<file path="config.mk">
export PLATFORM = sky130hd
export DESIGN_NAME = fwd_operand_stage
export DESIGN_NICKNAME = d
export VERILOG_FILES = /design/src/rtl/fwd_operand_stage.sv
export SDC_FILE = /design/constraint.sdc
export NUM_CORES = 1
export LEC_CHECK = 0
export ABC_CLOCK_PERIOD_IN_PS = 2000
export BUFFER_PORTS_ARGS = -buffer_cell sky130_fd_sc_hd__buf_2
export CAP_MARGIN = 0
export CORE_MARGIN = 2
export CORE_UTILIZATION = 40
export DETAILED_ROUTE_END_ITERATION = 10
export PLACE_DENSITY = 0.77
export SLEW_MARGIN = 20
export SYNTH_ARGS = -nofsm -noshare
export SYNTH_HDL_FRONTEND = slang
export SYNTH_SLANG_ARGS = --single-unit
</file>
<file path="constraint.sdc">
create_clock -name clk -period 2 [get_ports clk]
set_clock_uncertainty 0.2 [all_clocks]
set_input_delay 0.1 -clock clk [delete_from_list [all_inputs] [get_ports clk]]
set_output_delay 0.1 -clock clk [all_outputs]
set_load 0.01 [all_outputs]
</file>
<file path="src/rtl/fwd_operand_stage.sv">
// fwd_operand_stage
// Operand-select pipeline stage. It chooses one of three values: the
// youngest matching in-flight result among NSRC forwarding sources, a
// zero-extended immediate, or the register-file read value. The result
// is registered for the next stage. A load-use hazard is flagged when the
// chosen source has no result yet, and a bubble is inserted in its place.
// Stall holds the stage and flush squashes it. A saturating counter
// records how many operands were supplied by forwarding.
module fwd_operand_stage #(
    parameter int WIDTH      = 16,
    parameter int AW         = 4,
    parameter int NSRC       = 2,
    parameter int IMM_W      = 8,
    parameter int ZERO_GUARD = 1,
    parameter int CNT_W      = 16
) (
    input  logic                   clk,
    input  logic                   rst,
    input  logic                   stall,
    input  logic                   flush,
    input  logic                   in_valid,
    input  logic [AW-1:0]          in_addr,
    input  logic [WIDTH-1:0]       in_rf_data,
    input  logic [IMM_W-1:0]       in_imm,
    input  logic                   in_imm_sel,
    input  logic [NSRC-1:0]        src_wen,
    input  logic [NSRC*AW-1:0]     src_addr,
    input  logic [NSRC*WIDTH-1:0]  src_data,
    input  logic [NSRC-1:0]        src_ready,
    output logic                   hazard,
    output logic                   out_valid,
    output logic [WIDTH-1:0]       out_data,
    output logic [NSRC-1:0]        out_fwd_hit,
    output logic [CNT_W-1:0]       fwd_count
);

    logic              addr_guarded;
    logic [NSRC-1:0]   match;
    logic [NSRC-1:0]   win_onehot;
    logic              win_any;
    logic              win_ready;
    logic [WIDTH-1:0]  win_data;
    logic [WIDTH-1:0]  sel_data;
    logic [NSRC-1:0]   sel_hit;
    logic              fwd_used;
    logic              normal_update;

    // Register 0 is hardwired, so its writes must not be forwarded.
    always_comb begin
        addr_guarded = (ZERO_GUARD != 0) && (in_addr == '0);
    end

    // Compare each source's destination address with the requested register.
    always_comb begin
        match = '0;
        for (int i = 0; i < NSRC; i++) begin
            match[i] = src_wen[i] && (src_addr[i*AW +: AW] == in_addr) && !addr_guarded;
        end
    end

    // Find the youngest matching source. The loop scans from the oldest
    // index to the youngest, so the lowest index is written last and wins.
    // If no source matches, the register file provides the value.
    always_comb begin
        win_onehot = '0;
        win_any    = 1'b0;
        win_ready  = 1'b1;
        win_data   = in_rf_data;
        for (int i = NSRC - 1; i >= 0; i--) begin
            if (match[i]) begin
                win_onehot    = '0;
                win_onehot[i] = 1'b1;
                win_any       = 1'b1;
                win_ready     = src_ready[i];
                win_data      = src_data[i*WIDTH +: WIDTH];
            end
        end
    end

    // When the immediate is selected, forwarding is bypassed completely.
    // The immediate is zero-extended and no hit is reported.
    always_comb begin
        sel_data = in_imm_sel ? WIDTH'(in_imm) : win_data;
        sel_hit  = in_imm_sel ? '0 : win_onehot;
        fwd_used = in_valid && !in_imm_sel && win_any;
    end

    // The hazard flag is purely combinational and stays visible while the
    // stage is stalled. A matching source that is not ready cannot be
    // skipped in favour of an older source that is ready.
    always_comb begin
        hazard        = in_valid && !in_imm_sel && win_any && !win_ready;
        normal_update = !flush && !stall && !hazard;
    end

    // Pipeline register. Priority order: reset, flush, stall, hazard
    // bubble, then a normal load.
    always_ff @(posedge clk) begin
        if (rst) begin
            out_valid   <= 1'b0;
            out_data    <= '0;
            out_fwd_hit <= '0;
        end else if (flush) begin
            out_valid   <= 1'b0;
            out_data    <= '0;
            out_fwd_hit <= '0;
        end else if (stall) begin
            out_valid   <= out_valid;
            out_data    <= out_data;
            out_fwd_hit <= out_fwd_hit;
        end else if (hazard) begin
            out_valid   <= 1'b0;
            out_data    <= '0;
            out_fwd_hit <= '0;
        end else begin
            out_valid   <= in_valid;
            out_data    <= in_valid ? sel_data : '0;
            out_fwd_hit <= in_valid ? sel_hit : '0;
        end
    end

    // Performance counter for forwarded operands that are accepted. It
    // stops at all-ones, ignores flush and stall, and only reset clears it.
    always_ff @(posedge clk) begin
        if (rst) begin
            fwd_count <= '0;
        end else if (normal_update && fwd_used && (fwd_count != '1)) begin
            fwd_count <= fwd_count + 1'b1;
        end
    end

endmodule

</file>
=== Word-level counts from Yosys, hierarchy flattened ===
Index checks and enable logic that the tools add are counted.

* Output and inout bits: 36
* Register bits: 35

* Mux-type cells: 15
* Reduce and logical (&&, ||, !) cells: 19
* Equal/unequal tests: 3
* Add/subtract/negate cells: 1

{| class="wikitable"
|+ Operators by type and width
! operator !! number
|-
| $mux 16 || 5
|-
| $add 16x1->16 const B || 1
|-
| $ne 16x16->1 const B || 1
|-
| $logic_and 1x1->1 || 11
|-
| $mux 2 || 5
|-
| $eq 4x4->1 || 2
|-
| $logic_not 1->1 || 6
|-
| $mux 1 || 5
|-
| $logic_not 4->1 || 1
|-
| $reduce_or 2->1 || 1
|}

=== Longest topological paths before layout ===
Gate-level depths: netlist (run 1).

* Word-level depth: 11
* Depth in mapped cells: 8

=== Least setup slack after synthesis (run 1) ===
No wires, ideal clock.

* Kind: reg-to-reg
* From: register fwd_count[2]
* To: register fwd_count[1]
* Slack: -183 ps
* Cell stages (with the launch flop): 9
* Data arrival time: 1855 ps
* Period minus slack after synthesis: 2183 ps
* Library setup time: 128 ps
* Data required time: 1672 ps
* Cells stage by stage: dfxtp_1 -> and4_1 -> nand4_2 -> o311a_4 -> o21ai_4 -> buf_8 -> buf_12 -> mux2i_1 -> nor2_1

* Longest elaborated chain between the ends: 2

{| class="wikitable"
|+ Ends and longest elaborated chain
! element !! RTL line !! text
|-
| from (decl) || 34 || <nowiki>output logic [CNT_W-1:0] fwd_count</nowiki>
|-
| from (signal assigned) || 128 || <nowiki>fwd_count <= fwd_count + 1'b1;</nowiki>
|-
| $ne 16x16->1 || 127 || <nowiki>end else if (normal_update && fwd_used && (fwd_count != '1)) begin</nowiki>
|-
| $logic_and 1x1->1 || 127 ||
|}

No other way between the ends.
A chain may end at the register's enable or synchronous reset.

=== Final worst setup path (run 1) ===
* From: register fwd_count[4]
* To: register fwd_count[1]

The elaborated chain is that of the path after synthesis.

==> summary.md, run 1 <==
| Metric | Value |
|---|---|
| Share of layout cells above drive strength 1 | 42.5% |
| Comb power frac | 19.4% |
| Routability congestion estimate | 0.867 |
| Starting DRT DRC Count | 111 |
| Global-route wire length before repair | 11800 um |
| Initial antenna violation count | 0 |
| Sequential cell area in the final layout | 718 um^2 |
| # fillers | 364 |
| Switching power share of the total | 25.5% |
| Number of unique standard cell types used by synthesis | 47 |
| 1st-pass router iterations | 4 |
| Worst R2R End | fwd_count[1] |
| Via count | 2657 |
| Root Driver | sky130_fd_sc_hd__clkbuf_8 |
| R2R setup slack | 0.03 ns |
| Wire length per cell after detailed routing | 15.9 um |
| Count of port buffers added during placement | 113 |
| Mean instance size in the synthesized netlist | 8.55 um^2 |
| Number of synthesized flops with an enable pin | 0 |
| Latest clock arrival within the worst-skew pair | 0.29 ns |
| CTS H-tree lvls | 2 |
| WHS Endpoint | out_data[1] |
| Post-route setup TNS | 0 ns |
| Core area | 4790 um^2 |
| Crit Reg-Reg Startpoint | fwd_count[4] |
| Pin count of the biggest net entering global routing | 25 |
| TritonCTS Sinks | 35 |
| Net switching component of the power | 406 uW |
| Crit Path Class | reg2reg |
| Crit path launch type | flip-flop |
| Overflow after GRT | 0 |
| Critical path data required time | 1.98 ns |
| Horiz. Die Dim | 74.9 um |
| Static Leakage | 1.47 nW |
| Internal | 1.19 mW |
| Total power density per cell area | 474 nW/um^2 |
| Kind of path behind the tightest hold check | in2reg |
| Setup slack at placement | -0.109 ns |
| Routing usage on met3 | 7.10% |
| DRC violation count after routing | 0 |
| Final ANT Viol Nets | 0 |
| Initial cell density of the core | 42.0% |
| Number of ports placed on the die boundary | 114 |
| Fraction of met2 tracks used by global routing | 46.5% |
| Footprint of the multi-input gates | 1270 um^2 |
| Met1 usage in global routing | 31.6% |
| Cells after synthesis | 235 |
| Final Hold Vio Count | 0 |
| Area growth from synthesis to final layout | 67.6% |
| Warnings, synthesis | 0 |
| Sequential-to-total area share from yosys stat | 34.9% |
| Dpl hpwl | 4490 um |
| Die span in y | 74.9 um |
| Net count, final | 490 |
| Power, Total | 1.59 mW |
| Number of storage elements in the synthesis netlist | 35 |
| Final max-slew violation count | 0 |
| Vias in the first global route | 2610 |
| Clock transition at the registers of the reported paths | 0.07 ns |
| Worst Min Path Start | src_data[17] |
| Antenna cells | 0 |
| Sequential group share of total power | 44.2% |
| Synth async-reset ratio | 0% |
| Endpoints failing setup | 0 |
| Layer with the highest usage after global routing | met2 |
| Mapped cell area | 2010 um^2 |
| Inserted Clock Buffers | 5 |
| Mapped Nets | 314 |
| Total GRT Usage | 27.8% |
| Unrepaired setup endpoints after global routing | yes |
| Clock group share of total power | 36.4% |
| Post-DR vias/cell | 5.55 |
| Area of the die | 5600 um^2 |
| Worst-path fanout max | 5 |
| Transition at the pin with the smallest max-transition slack | 0.575 ns |
| Highest clock frequency the design can meet | 509 MHz |
| Sort of element at the end of the critical path | flip-flop |
| Reported max-cap violation count | 0 |
| R2r worst-path depth | 7 |
| Run status | finished clean |
| Final period demand of the worst path | 1.97 ns |
| Final worst-path cycle share | 98.3% |
| Max-slew headroom | 61.6% |
| CP arrival | 1.94 ns |
| Most frequently used flop master after synthesis | sky130_fd_sc_hd__dfxtp_1 |
| Post-Place Cell Area | 2770 um^2 |
| Slack of the critical path | 0.0336 ns |
| IR drop worst, VDD | 283 uV |
| Clock tree from TritonCTS | yes |
| Clock Tree Buf Depth | 2 |
| Number of cells on the worst hold path | 4 |
| Finished layout cell area | 3370 um^2 |
| Standard-cell rows | 25 |
| Wirelength, routed | 7600 um |
[per-stage QoR]
| stage | util (%) | hold WS (ns) | cells |
|---|---|---|---|
| 6_report | 70.3 | 0.0120 | 479 |
| 5_1_grt | 70.3 | 0.0358 | 479 |
| 4_1_cts | 68.3 | 0.000576 | 471 |
| 3_5_place_dp | 57.9 | 0.142 | 423 |
| 3_3_place_gp | 57.9 | 0.125 | 423 |
| 2_1_floorplan | - | -0.0207 | 235 |
[worst max-delay path, stage by stage (launching register included)]
cell and delay (ns):
sky130_fd_sc_hd__dfxtp_2 0.36, sky130_fd_sc_hd__and4_4 0.27, sky130_fd_sc_hd__nand4_4 0.12, sky130_fd_sc_hd__o311a_4 0.40
sky130_fd_sc_hd__o21ai_4 0.12, sky130_fd_sc_hd__buf_6 0.16, sky130_fd_sc_hd__mux2i_1 0.17, sky130_fd_sc_hd__nor2_1 0.05
[cell families after synthesis]
family                     after synthesis  share of synthesized area, %
adders and majority gates                1                         0.623
and+or+nand+nor                         77                          21.9
xor gates and xnor gates                 9                          3.93
AOI/OAI and AO/OA                       89                          29.5
buffers and inverters                   14                          4.11
muxes                                   10                          5.05
DFF                                     35                          34.9
[synth_stat cells (2+ instances only)]
cell                        number  area [um^2]
sky130_fd_sc_hd__o31ai_1         6         45.0
sky130_fd_sc_hd__xor2_1          2         17.5
sky130_fd_sc_hd__a22o_1          8         70.1
sky130_fd_sc_hd__nor3_1          5         25.0
sky130_fd_sc_hd__xnor2_1         7         61.3
sky130_fd_sc_hd__a22oi_1        10         75.1
sky130_fd_sc_hd__clkbuf_1        7         26.3
sky130_fd_sc_hd__nor2_1          9         33.8
sky130_fd_sc_hd__buf_2           2         10.0
sky130_fd_sc_hd__nor4_1          3         18.8
sky130_fd_sc_hd__nand2_1        18         67.6
sky130_fd_sc_hd__dfxtp_1        35          701
sky130_fd_sc_hd__o21ai_0        19         95.1
sky130_fd_sc_hd__or4_1           7         52.6
sky130_fd_sc_hd__or3_1           6         37.5
sky130_fd_sc_hd__nand2b_1        2         12.5
sky130_fd_sc_hd__nand4_1         5         31.3
sky130_fd_sc_hd__mux2i_1         9         90.1
sky130_fd_sc_hd__a21oi_1        19         95.1
sky130_fd_sc_hd__inv_1           3         11.3
sky130_fd_sc_hd__and4_1          2         17.5
sky130_fd_sc_hd__o21ai_1        12         60.1
sky130_fd_sc_hd__nand3_1         7         35.0
sky130_fd_sc_hd__and3_1          2         12.5
sky130_fd_sc_hd__o2bb2ai_1       8         70.1
[cells in the final DEF, fill, tap and decap left out, drive strengths merged, types with 2 or more instances in the layout]
cell         Yosys  routed
a22o             8       8
mux2i            9       9
nand2           19      19
nor3             5       5
o21ai           32      33
a21oi           19      19
inv              3       3
and4             3       3
xnor2            7       7
nand4            6       6
and3             2       2
clkbuf           7       8
dlygate4sd3      0      40
buf              4     139
xor2             2       2
nor2            11      11
o31ai            6       6
o2bb2ai          8       8
nor4             3       3
a22oi           10      10
dfxtp           35      35
nand2b           2       2
or2              2       2
or3              6       6
or4              8       8
nand3            7       7
[state kept, by name, indices dropped and copies added (netlist names)]
signal and flops:
fwd_count 16, out_data 16, out_fwd_hit 2, out_valid 1
[power groups by stage]
stage | sequential [mW] | clock, mW | combinational, mW
3_5_place_dp | 0.721 | 0 | 0.229
4_1_cts | 0.705 | 0.595 | 0.289
5_1_grt | 0.705 | 0.609 | 0.334
6_report | 0.705 | 0.580 | 0.310
2_1_floorplan | 0.725 | 0 | 0.101
3_3_place_gp | 0.721 | 0 | 0.225
[area by class of cell]
cell class	count	area share (%)
timing repair buffer	179	35.0
clock buffer	8	2.97
inverter	3	0.335
sequential	35	21.3
tap	67	2.49
multi-input combinational	187	37.8
[how the worst max path moves through the flow]
stage          slack [ns]            end          start
2_1_floorplan       0.009   fwd_count[1]   fwd_count[9]
3_3_place_gp        -0.06   fwd_count[4]     in_addr[0]
3_5_place_dp        -0.11  fwd_count[11]     in_addr[0]
4_1_cts            0.0009   fwd_count[1]  fwd_count[11]
5_1_grt             -0.02   fwd_count[1]   fwd_count[4]
6_report             0.03   fwd_count[1]   fwd_count[4]
[per-layer routing]
layer | vias to the layer above | routed length (um)
met5 | - | 0
met4 | 0 | 395
met3 | 42 | 622
met2 | 148 | 3610
met1 | 1218 | 2980
li1 | 1249 | -
[repair_timing]
action,CTS,global route
setup buffers,0,6
hold endpoints to repair,19,0
setup endpoints to repair,0,17
gates resized for setup,0,10
hold buffers,40,0
Power figures use the tool's default switching activity.
==> run 2: changes to the inputs <==
CAP_MARGIN = unset   (was 0)
SETUP_SLACK_MARGIN = 0.3   (was unset)
==> run 2 against run 1 <==
First-iteration DRC count up 57%. Sequential power is essentially flat. Final area up 5.5%.
==> summary.md, run 2 (synthesized netlist as in run 1, its figures left out) <==
| Metric | Value |
|---|---|
| Run status | finished clean |
| Critical path data required time | 1.97 ns |
| Routability congestion estimate | 0.803 |
| Wire length per cell after detailed routing | 17.7 um |
| Reported max-cap violation count | 0 |
| Inserted Clock Buffers | 5 |
| Net switching component of the power | 425 uW |
| Transition at the pin with the smallest max-transition slack | 0.641 ns |
| Static Leakage | 1.53 nW |
| Area of the die | 5600 um^2 |
| Clock tree from TritonCTS | yes |
| Area growth from synthesis to final layout | 76.8% |
| IR drop worst, VDD | 257 uV |
| DRC violation count after routing | 0 |
| Global-route wire length before repair | 11500 um |
| Clock group share of total power | 34.0% |
| Crit path launch type | flip-flop |
| Wirelength, routed | 8500 um |
| # fillers | 319 |
| Sequential group share of total power | 44.2% |
| CP arrival | 1.97 ns |
| Internal | 1.16 mW |
| Standard-cell rows | 25 |
| Commonest cells after routing, fill and taps aside | 108 x sky130_fd_sc_hd__buf_2, 31 x sky130_fd_sc_hd__dlygate4sd3_1, 28 x sky130_fd_sc_hd__buf_4, 25 x sky130_fd_sc_hd__dfxtp_1, 18 x sky130_fd_sc_hd__nand2_1 |
| Setup slack at placement | -0.115 ns |
| Initial antenna violation count | 0 |
| Switching power share of the total | 26.8% |
| Antenna cells | 0 |
| Final period demand of the worst path | 1.99 ns |
| Largest regs | fwd_count (16), out_data (16), out_fwd_hit (2) |
| Met2 wire length | 4330 um |
| Max layer used | met4 |
| Worst-path fanout max | 7 |
| 1st-pass router iterations | 4 |
| Number of ports placed on the die boundary | 114 |
| Sort of element at the end of the critical path | flip-flop |
| Wire length on met1 | 3320 um |
| Slack of the critical path | 0.00567 ns |
| Overflow after GRT | 0 |
| Clock transition at the registers of the reported paths | 0.07 ns |
| Most common cell after layout, fill and taps aside | sky130_fd_sc_hd__buf_2 |
| Final worst-path cycle share | 99.7% |
| Clock Tree Buf Depth | 2 |
| Total power density per cell area | 448 nW/um^2 |
| Routed wire length on met3 | 682 um |
| TritonCTS Sinks | 35 |
| Via count | 2749 |
| Crit Path Class | reg2reg |
| Footprint of the multi-input gates | 1410 um^2 |
| Max-slew headroom | 57.3% |
| Core area | 4790 um^2 |
| Kind of path behind the tightest hold check | in2reg |
| Post-DR vias/cell | 5.74 |
| Comb power frac | 21.9% |
| Horiz. Die Dim | 74.9 um |
| Share of layout cells above drive strength 1 | 48.8% |
| Total GRT Usage | 26.7% |
| Hold Worst Slack | 0.00553 ns |
| Sequential cell area in the final layout | 723 um^2 |
| Starting DRT DRC Count | 174 |
| Dpl hpwl | 4660 um |
| Post-Place Cell Area | 2830 um^2 |
| Latest clock arrival within the worst-skew pair | 0.29 ns |
| Final max-slew violation count | 0 |
| Highest clock frequency the design can meet | 501 MHz |
| Net count, final | 490 |
| Initial cell density of the core | 42.0% |
| Final Hold Vio Count | 0 |
| Root Driver | sky130_fd_sc_hd__clkbuf_8 |
| Endpoints failing setup | 0 |
| Finished layout cell area | 3550 um^2 |
| Die span in y | 74.9 um |
| Vias in the first global route | 2494 |
| Count of port buffers added during placement | 113 |
| CTS H-tree lvls | 2 |
| Pin count of the biggest net entering global routing | 26 |
| Power, Total | 1.59 mW |
| Unrepaired setup endpoints after global routing | yes |
| Final ANT Viol Nets | 0 |
[run 2: cell count changes in the layout (fill, tap and decap cells not counted), moves of 3 or more]
cell and change:
sky130_fd_sc_hd__a21oi_1 -6, sky130_fd_sc_hd__a21oi_2 +5, sky130_fd_sc_hd__buf_2 -6, sky130_fd_sc_hd__buf_4 +6
sky130_fd_sc_hd__buf_6 +6, sky130_fd_sc_hd__dlygate4sd3_1 -9, sky130_fd_sc_hd__o21ai_0 -4, sky130_fd_sc_hd__xnor2_1 -3
sky130_fd_sc_hd__xnor2_2 +3
[run 2: path summary, 6_finish.rpt]
check | slack [ns] | depth (start not counted) | from | end
worst min-delay path | 0.006 | 4 | in_rf_data[5] | out_data[5]
worst max register to register | 0.006 | 7 | fwd_count[5] | fwd_count[1]
worst max-delay path | 0.006 | 7 | fwd_count[5] | fwd_count[1]
worst min register to register | 0.29 | 1 | out_data[10] | out_data[10]
[run 2: what timing repair did]
action,CTS,global route
hold endpoints to repair,19,0
pin swaps,9,25
gates resized for setup,4,45
setup endpoints to repair,26,24
setup buffers,5,6
gates cloned,1,0
hold buffers,31,0
[run 2: per-layer routing]
layer / vias to the layer above / GRT usage, %
met3: 20 / 7.23
met2: 146 / 48.8
met5: - / 0
met4: 0 / 6.35
met1: 1327 / 30.9
li1: 1256 / -
[run 2: power groups by stage]
stage / Combinational, mW / Clock, mW / Sequential, mW
finish: 0.348 / 0.540 / 0.702
global route: 0.366 / 0.572 / 0.702
CTS: 0.288 / 0.540 / 0.702
detailed placement: 0.226 / 0 / 0.717
global placement: 0.222 / 0 / 0.717
floorplan: 0.102 / 0 / 0.721
[run 2: area by class of cell]
type,count,area share (%)
Clock buffer,7,2.43
Inverter,3,0.317
Sequential cell,35,20.4
Tap cell,67,2.36
Multi-Input combinational cell,187,39.8
Clock inverter,1,0.141
Timing Repair Buffer,179,34.5
[run 2: worst max-delay path, cell delays in order, from the launching register on]
cell and delay (ns):
sky130_fd_sc_hd__dfxtp_2 0.34, sky130_fd_sc_hd__and4_4 0.26, sky130_fd_sc_hd__nand4_4 0.12, sky130_fd_sc_hd__o311a_4 0.41
sky130_fd_sc_hd__o21ai_4 0.12, sky130_fd_sc_hd__buf_6 0.17, sky130_fd_sc_hd__mux2i_1 0.20, sky130_fd_sc_hd__nor2_1 0.05
[run 2: metrics by stage]
step | setup TNS [ns] | cells | util (%)
floorplan | 0 | 235 | -
global placement | -0.152 | 428 | 59.0
detailed placement | -1.04 | 428 | 59.0
CTS | 0 | 473 | 69.2
global route | -0.162 | 479 | 74.2
finish | 0 | 479 | 74.2
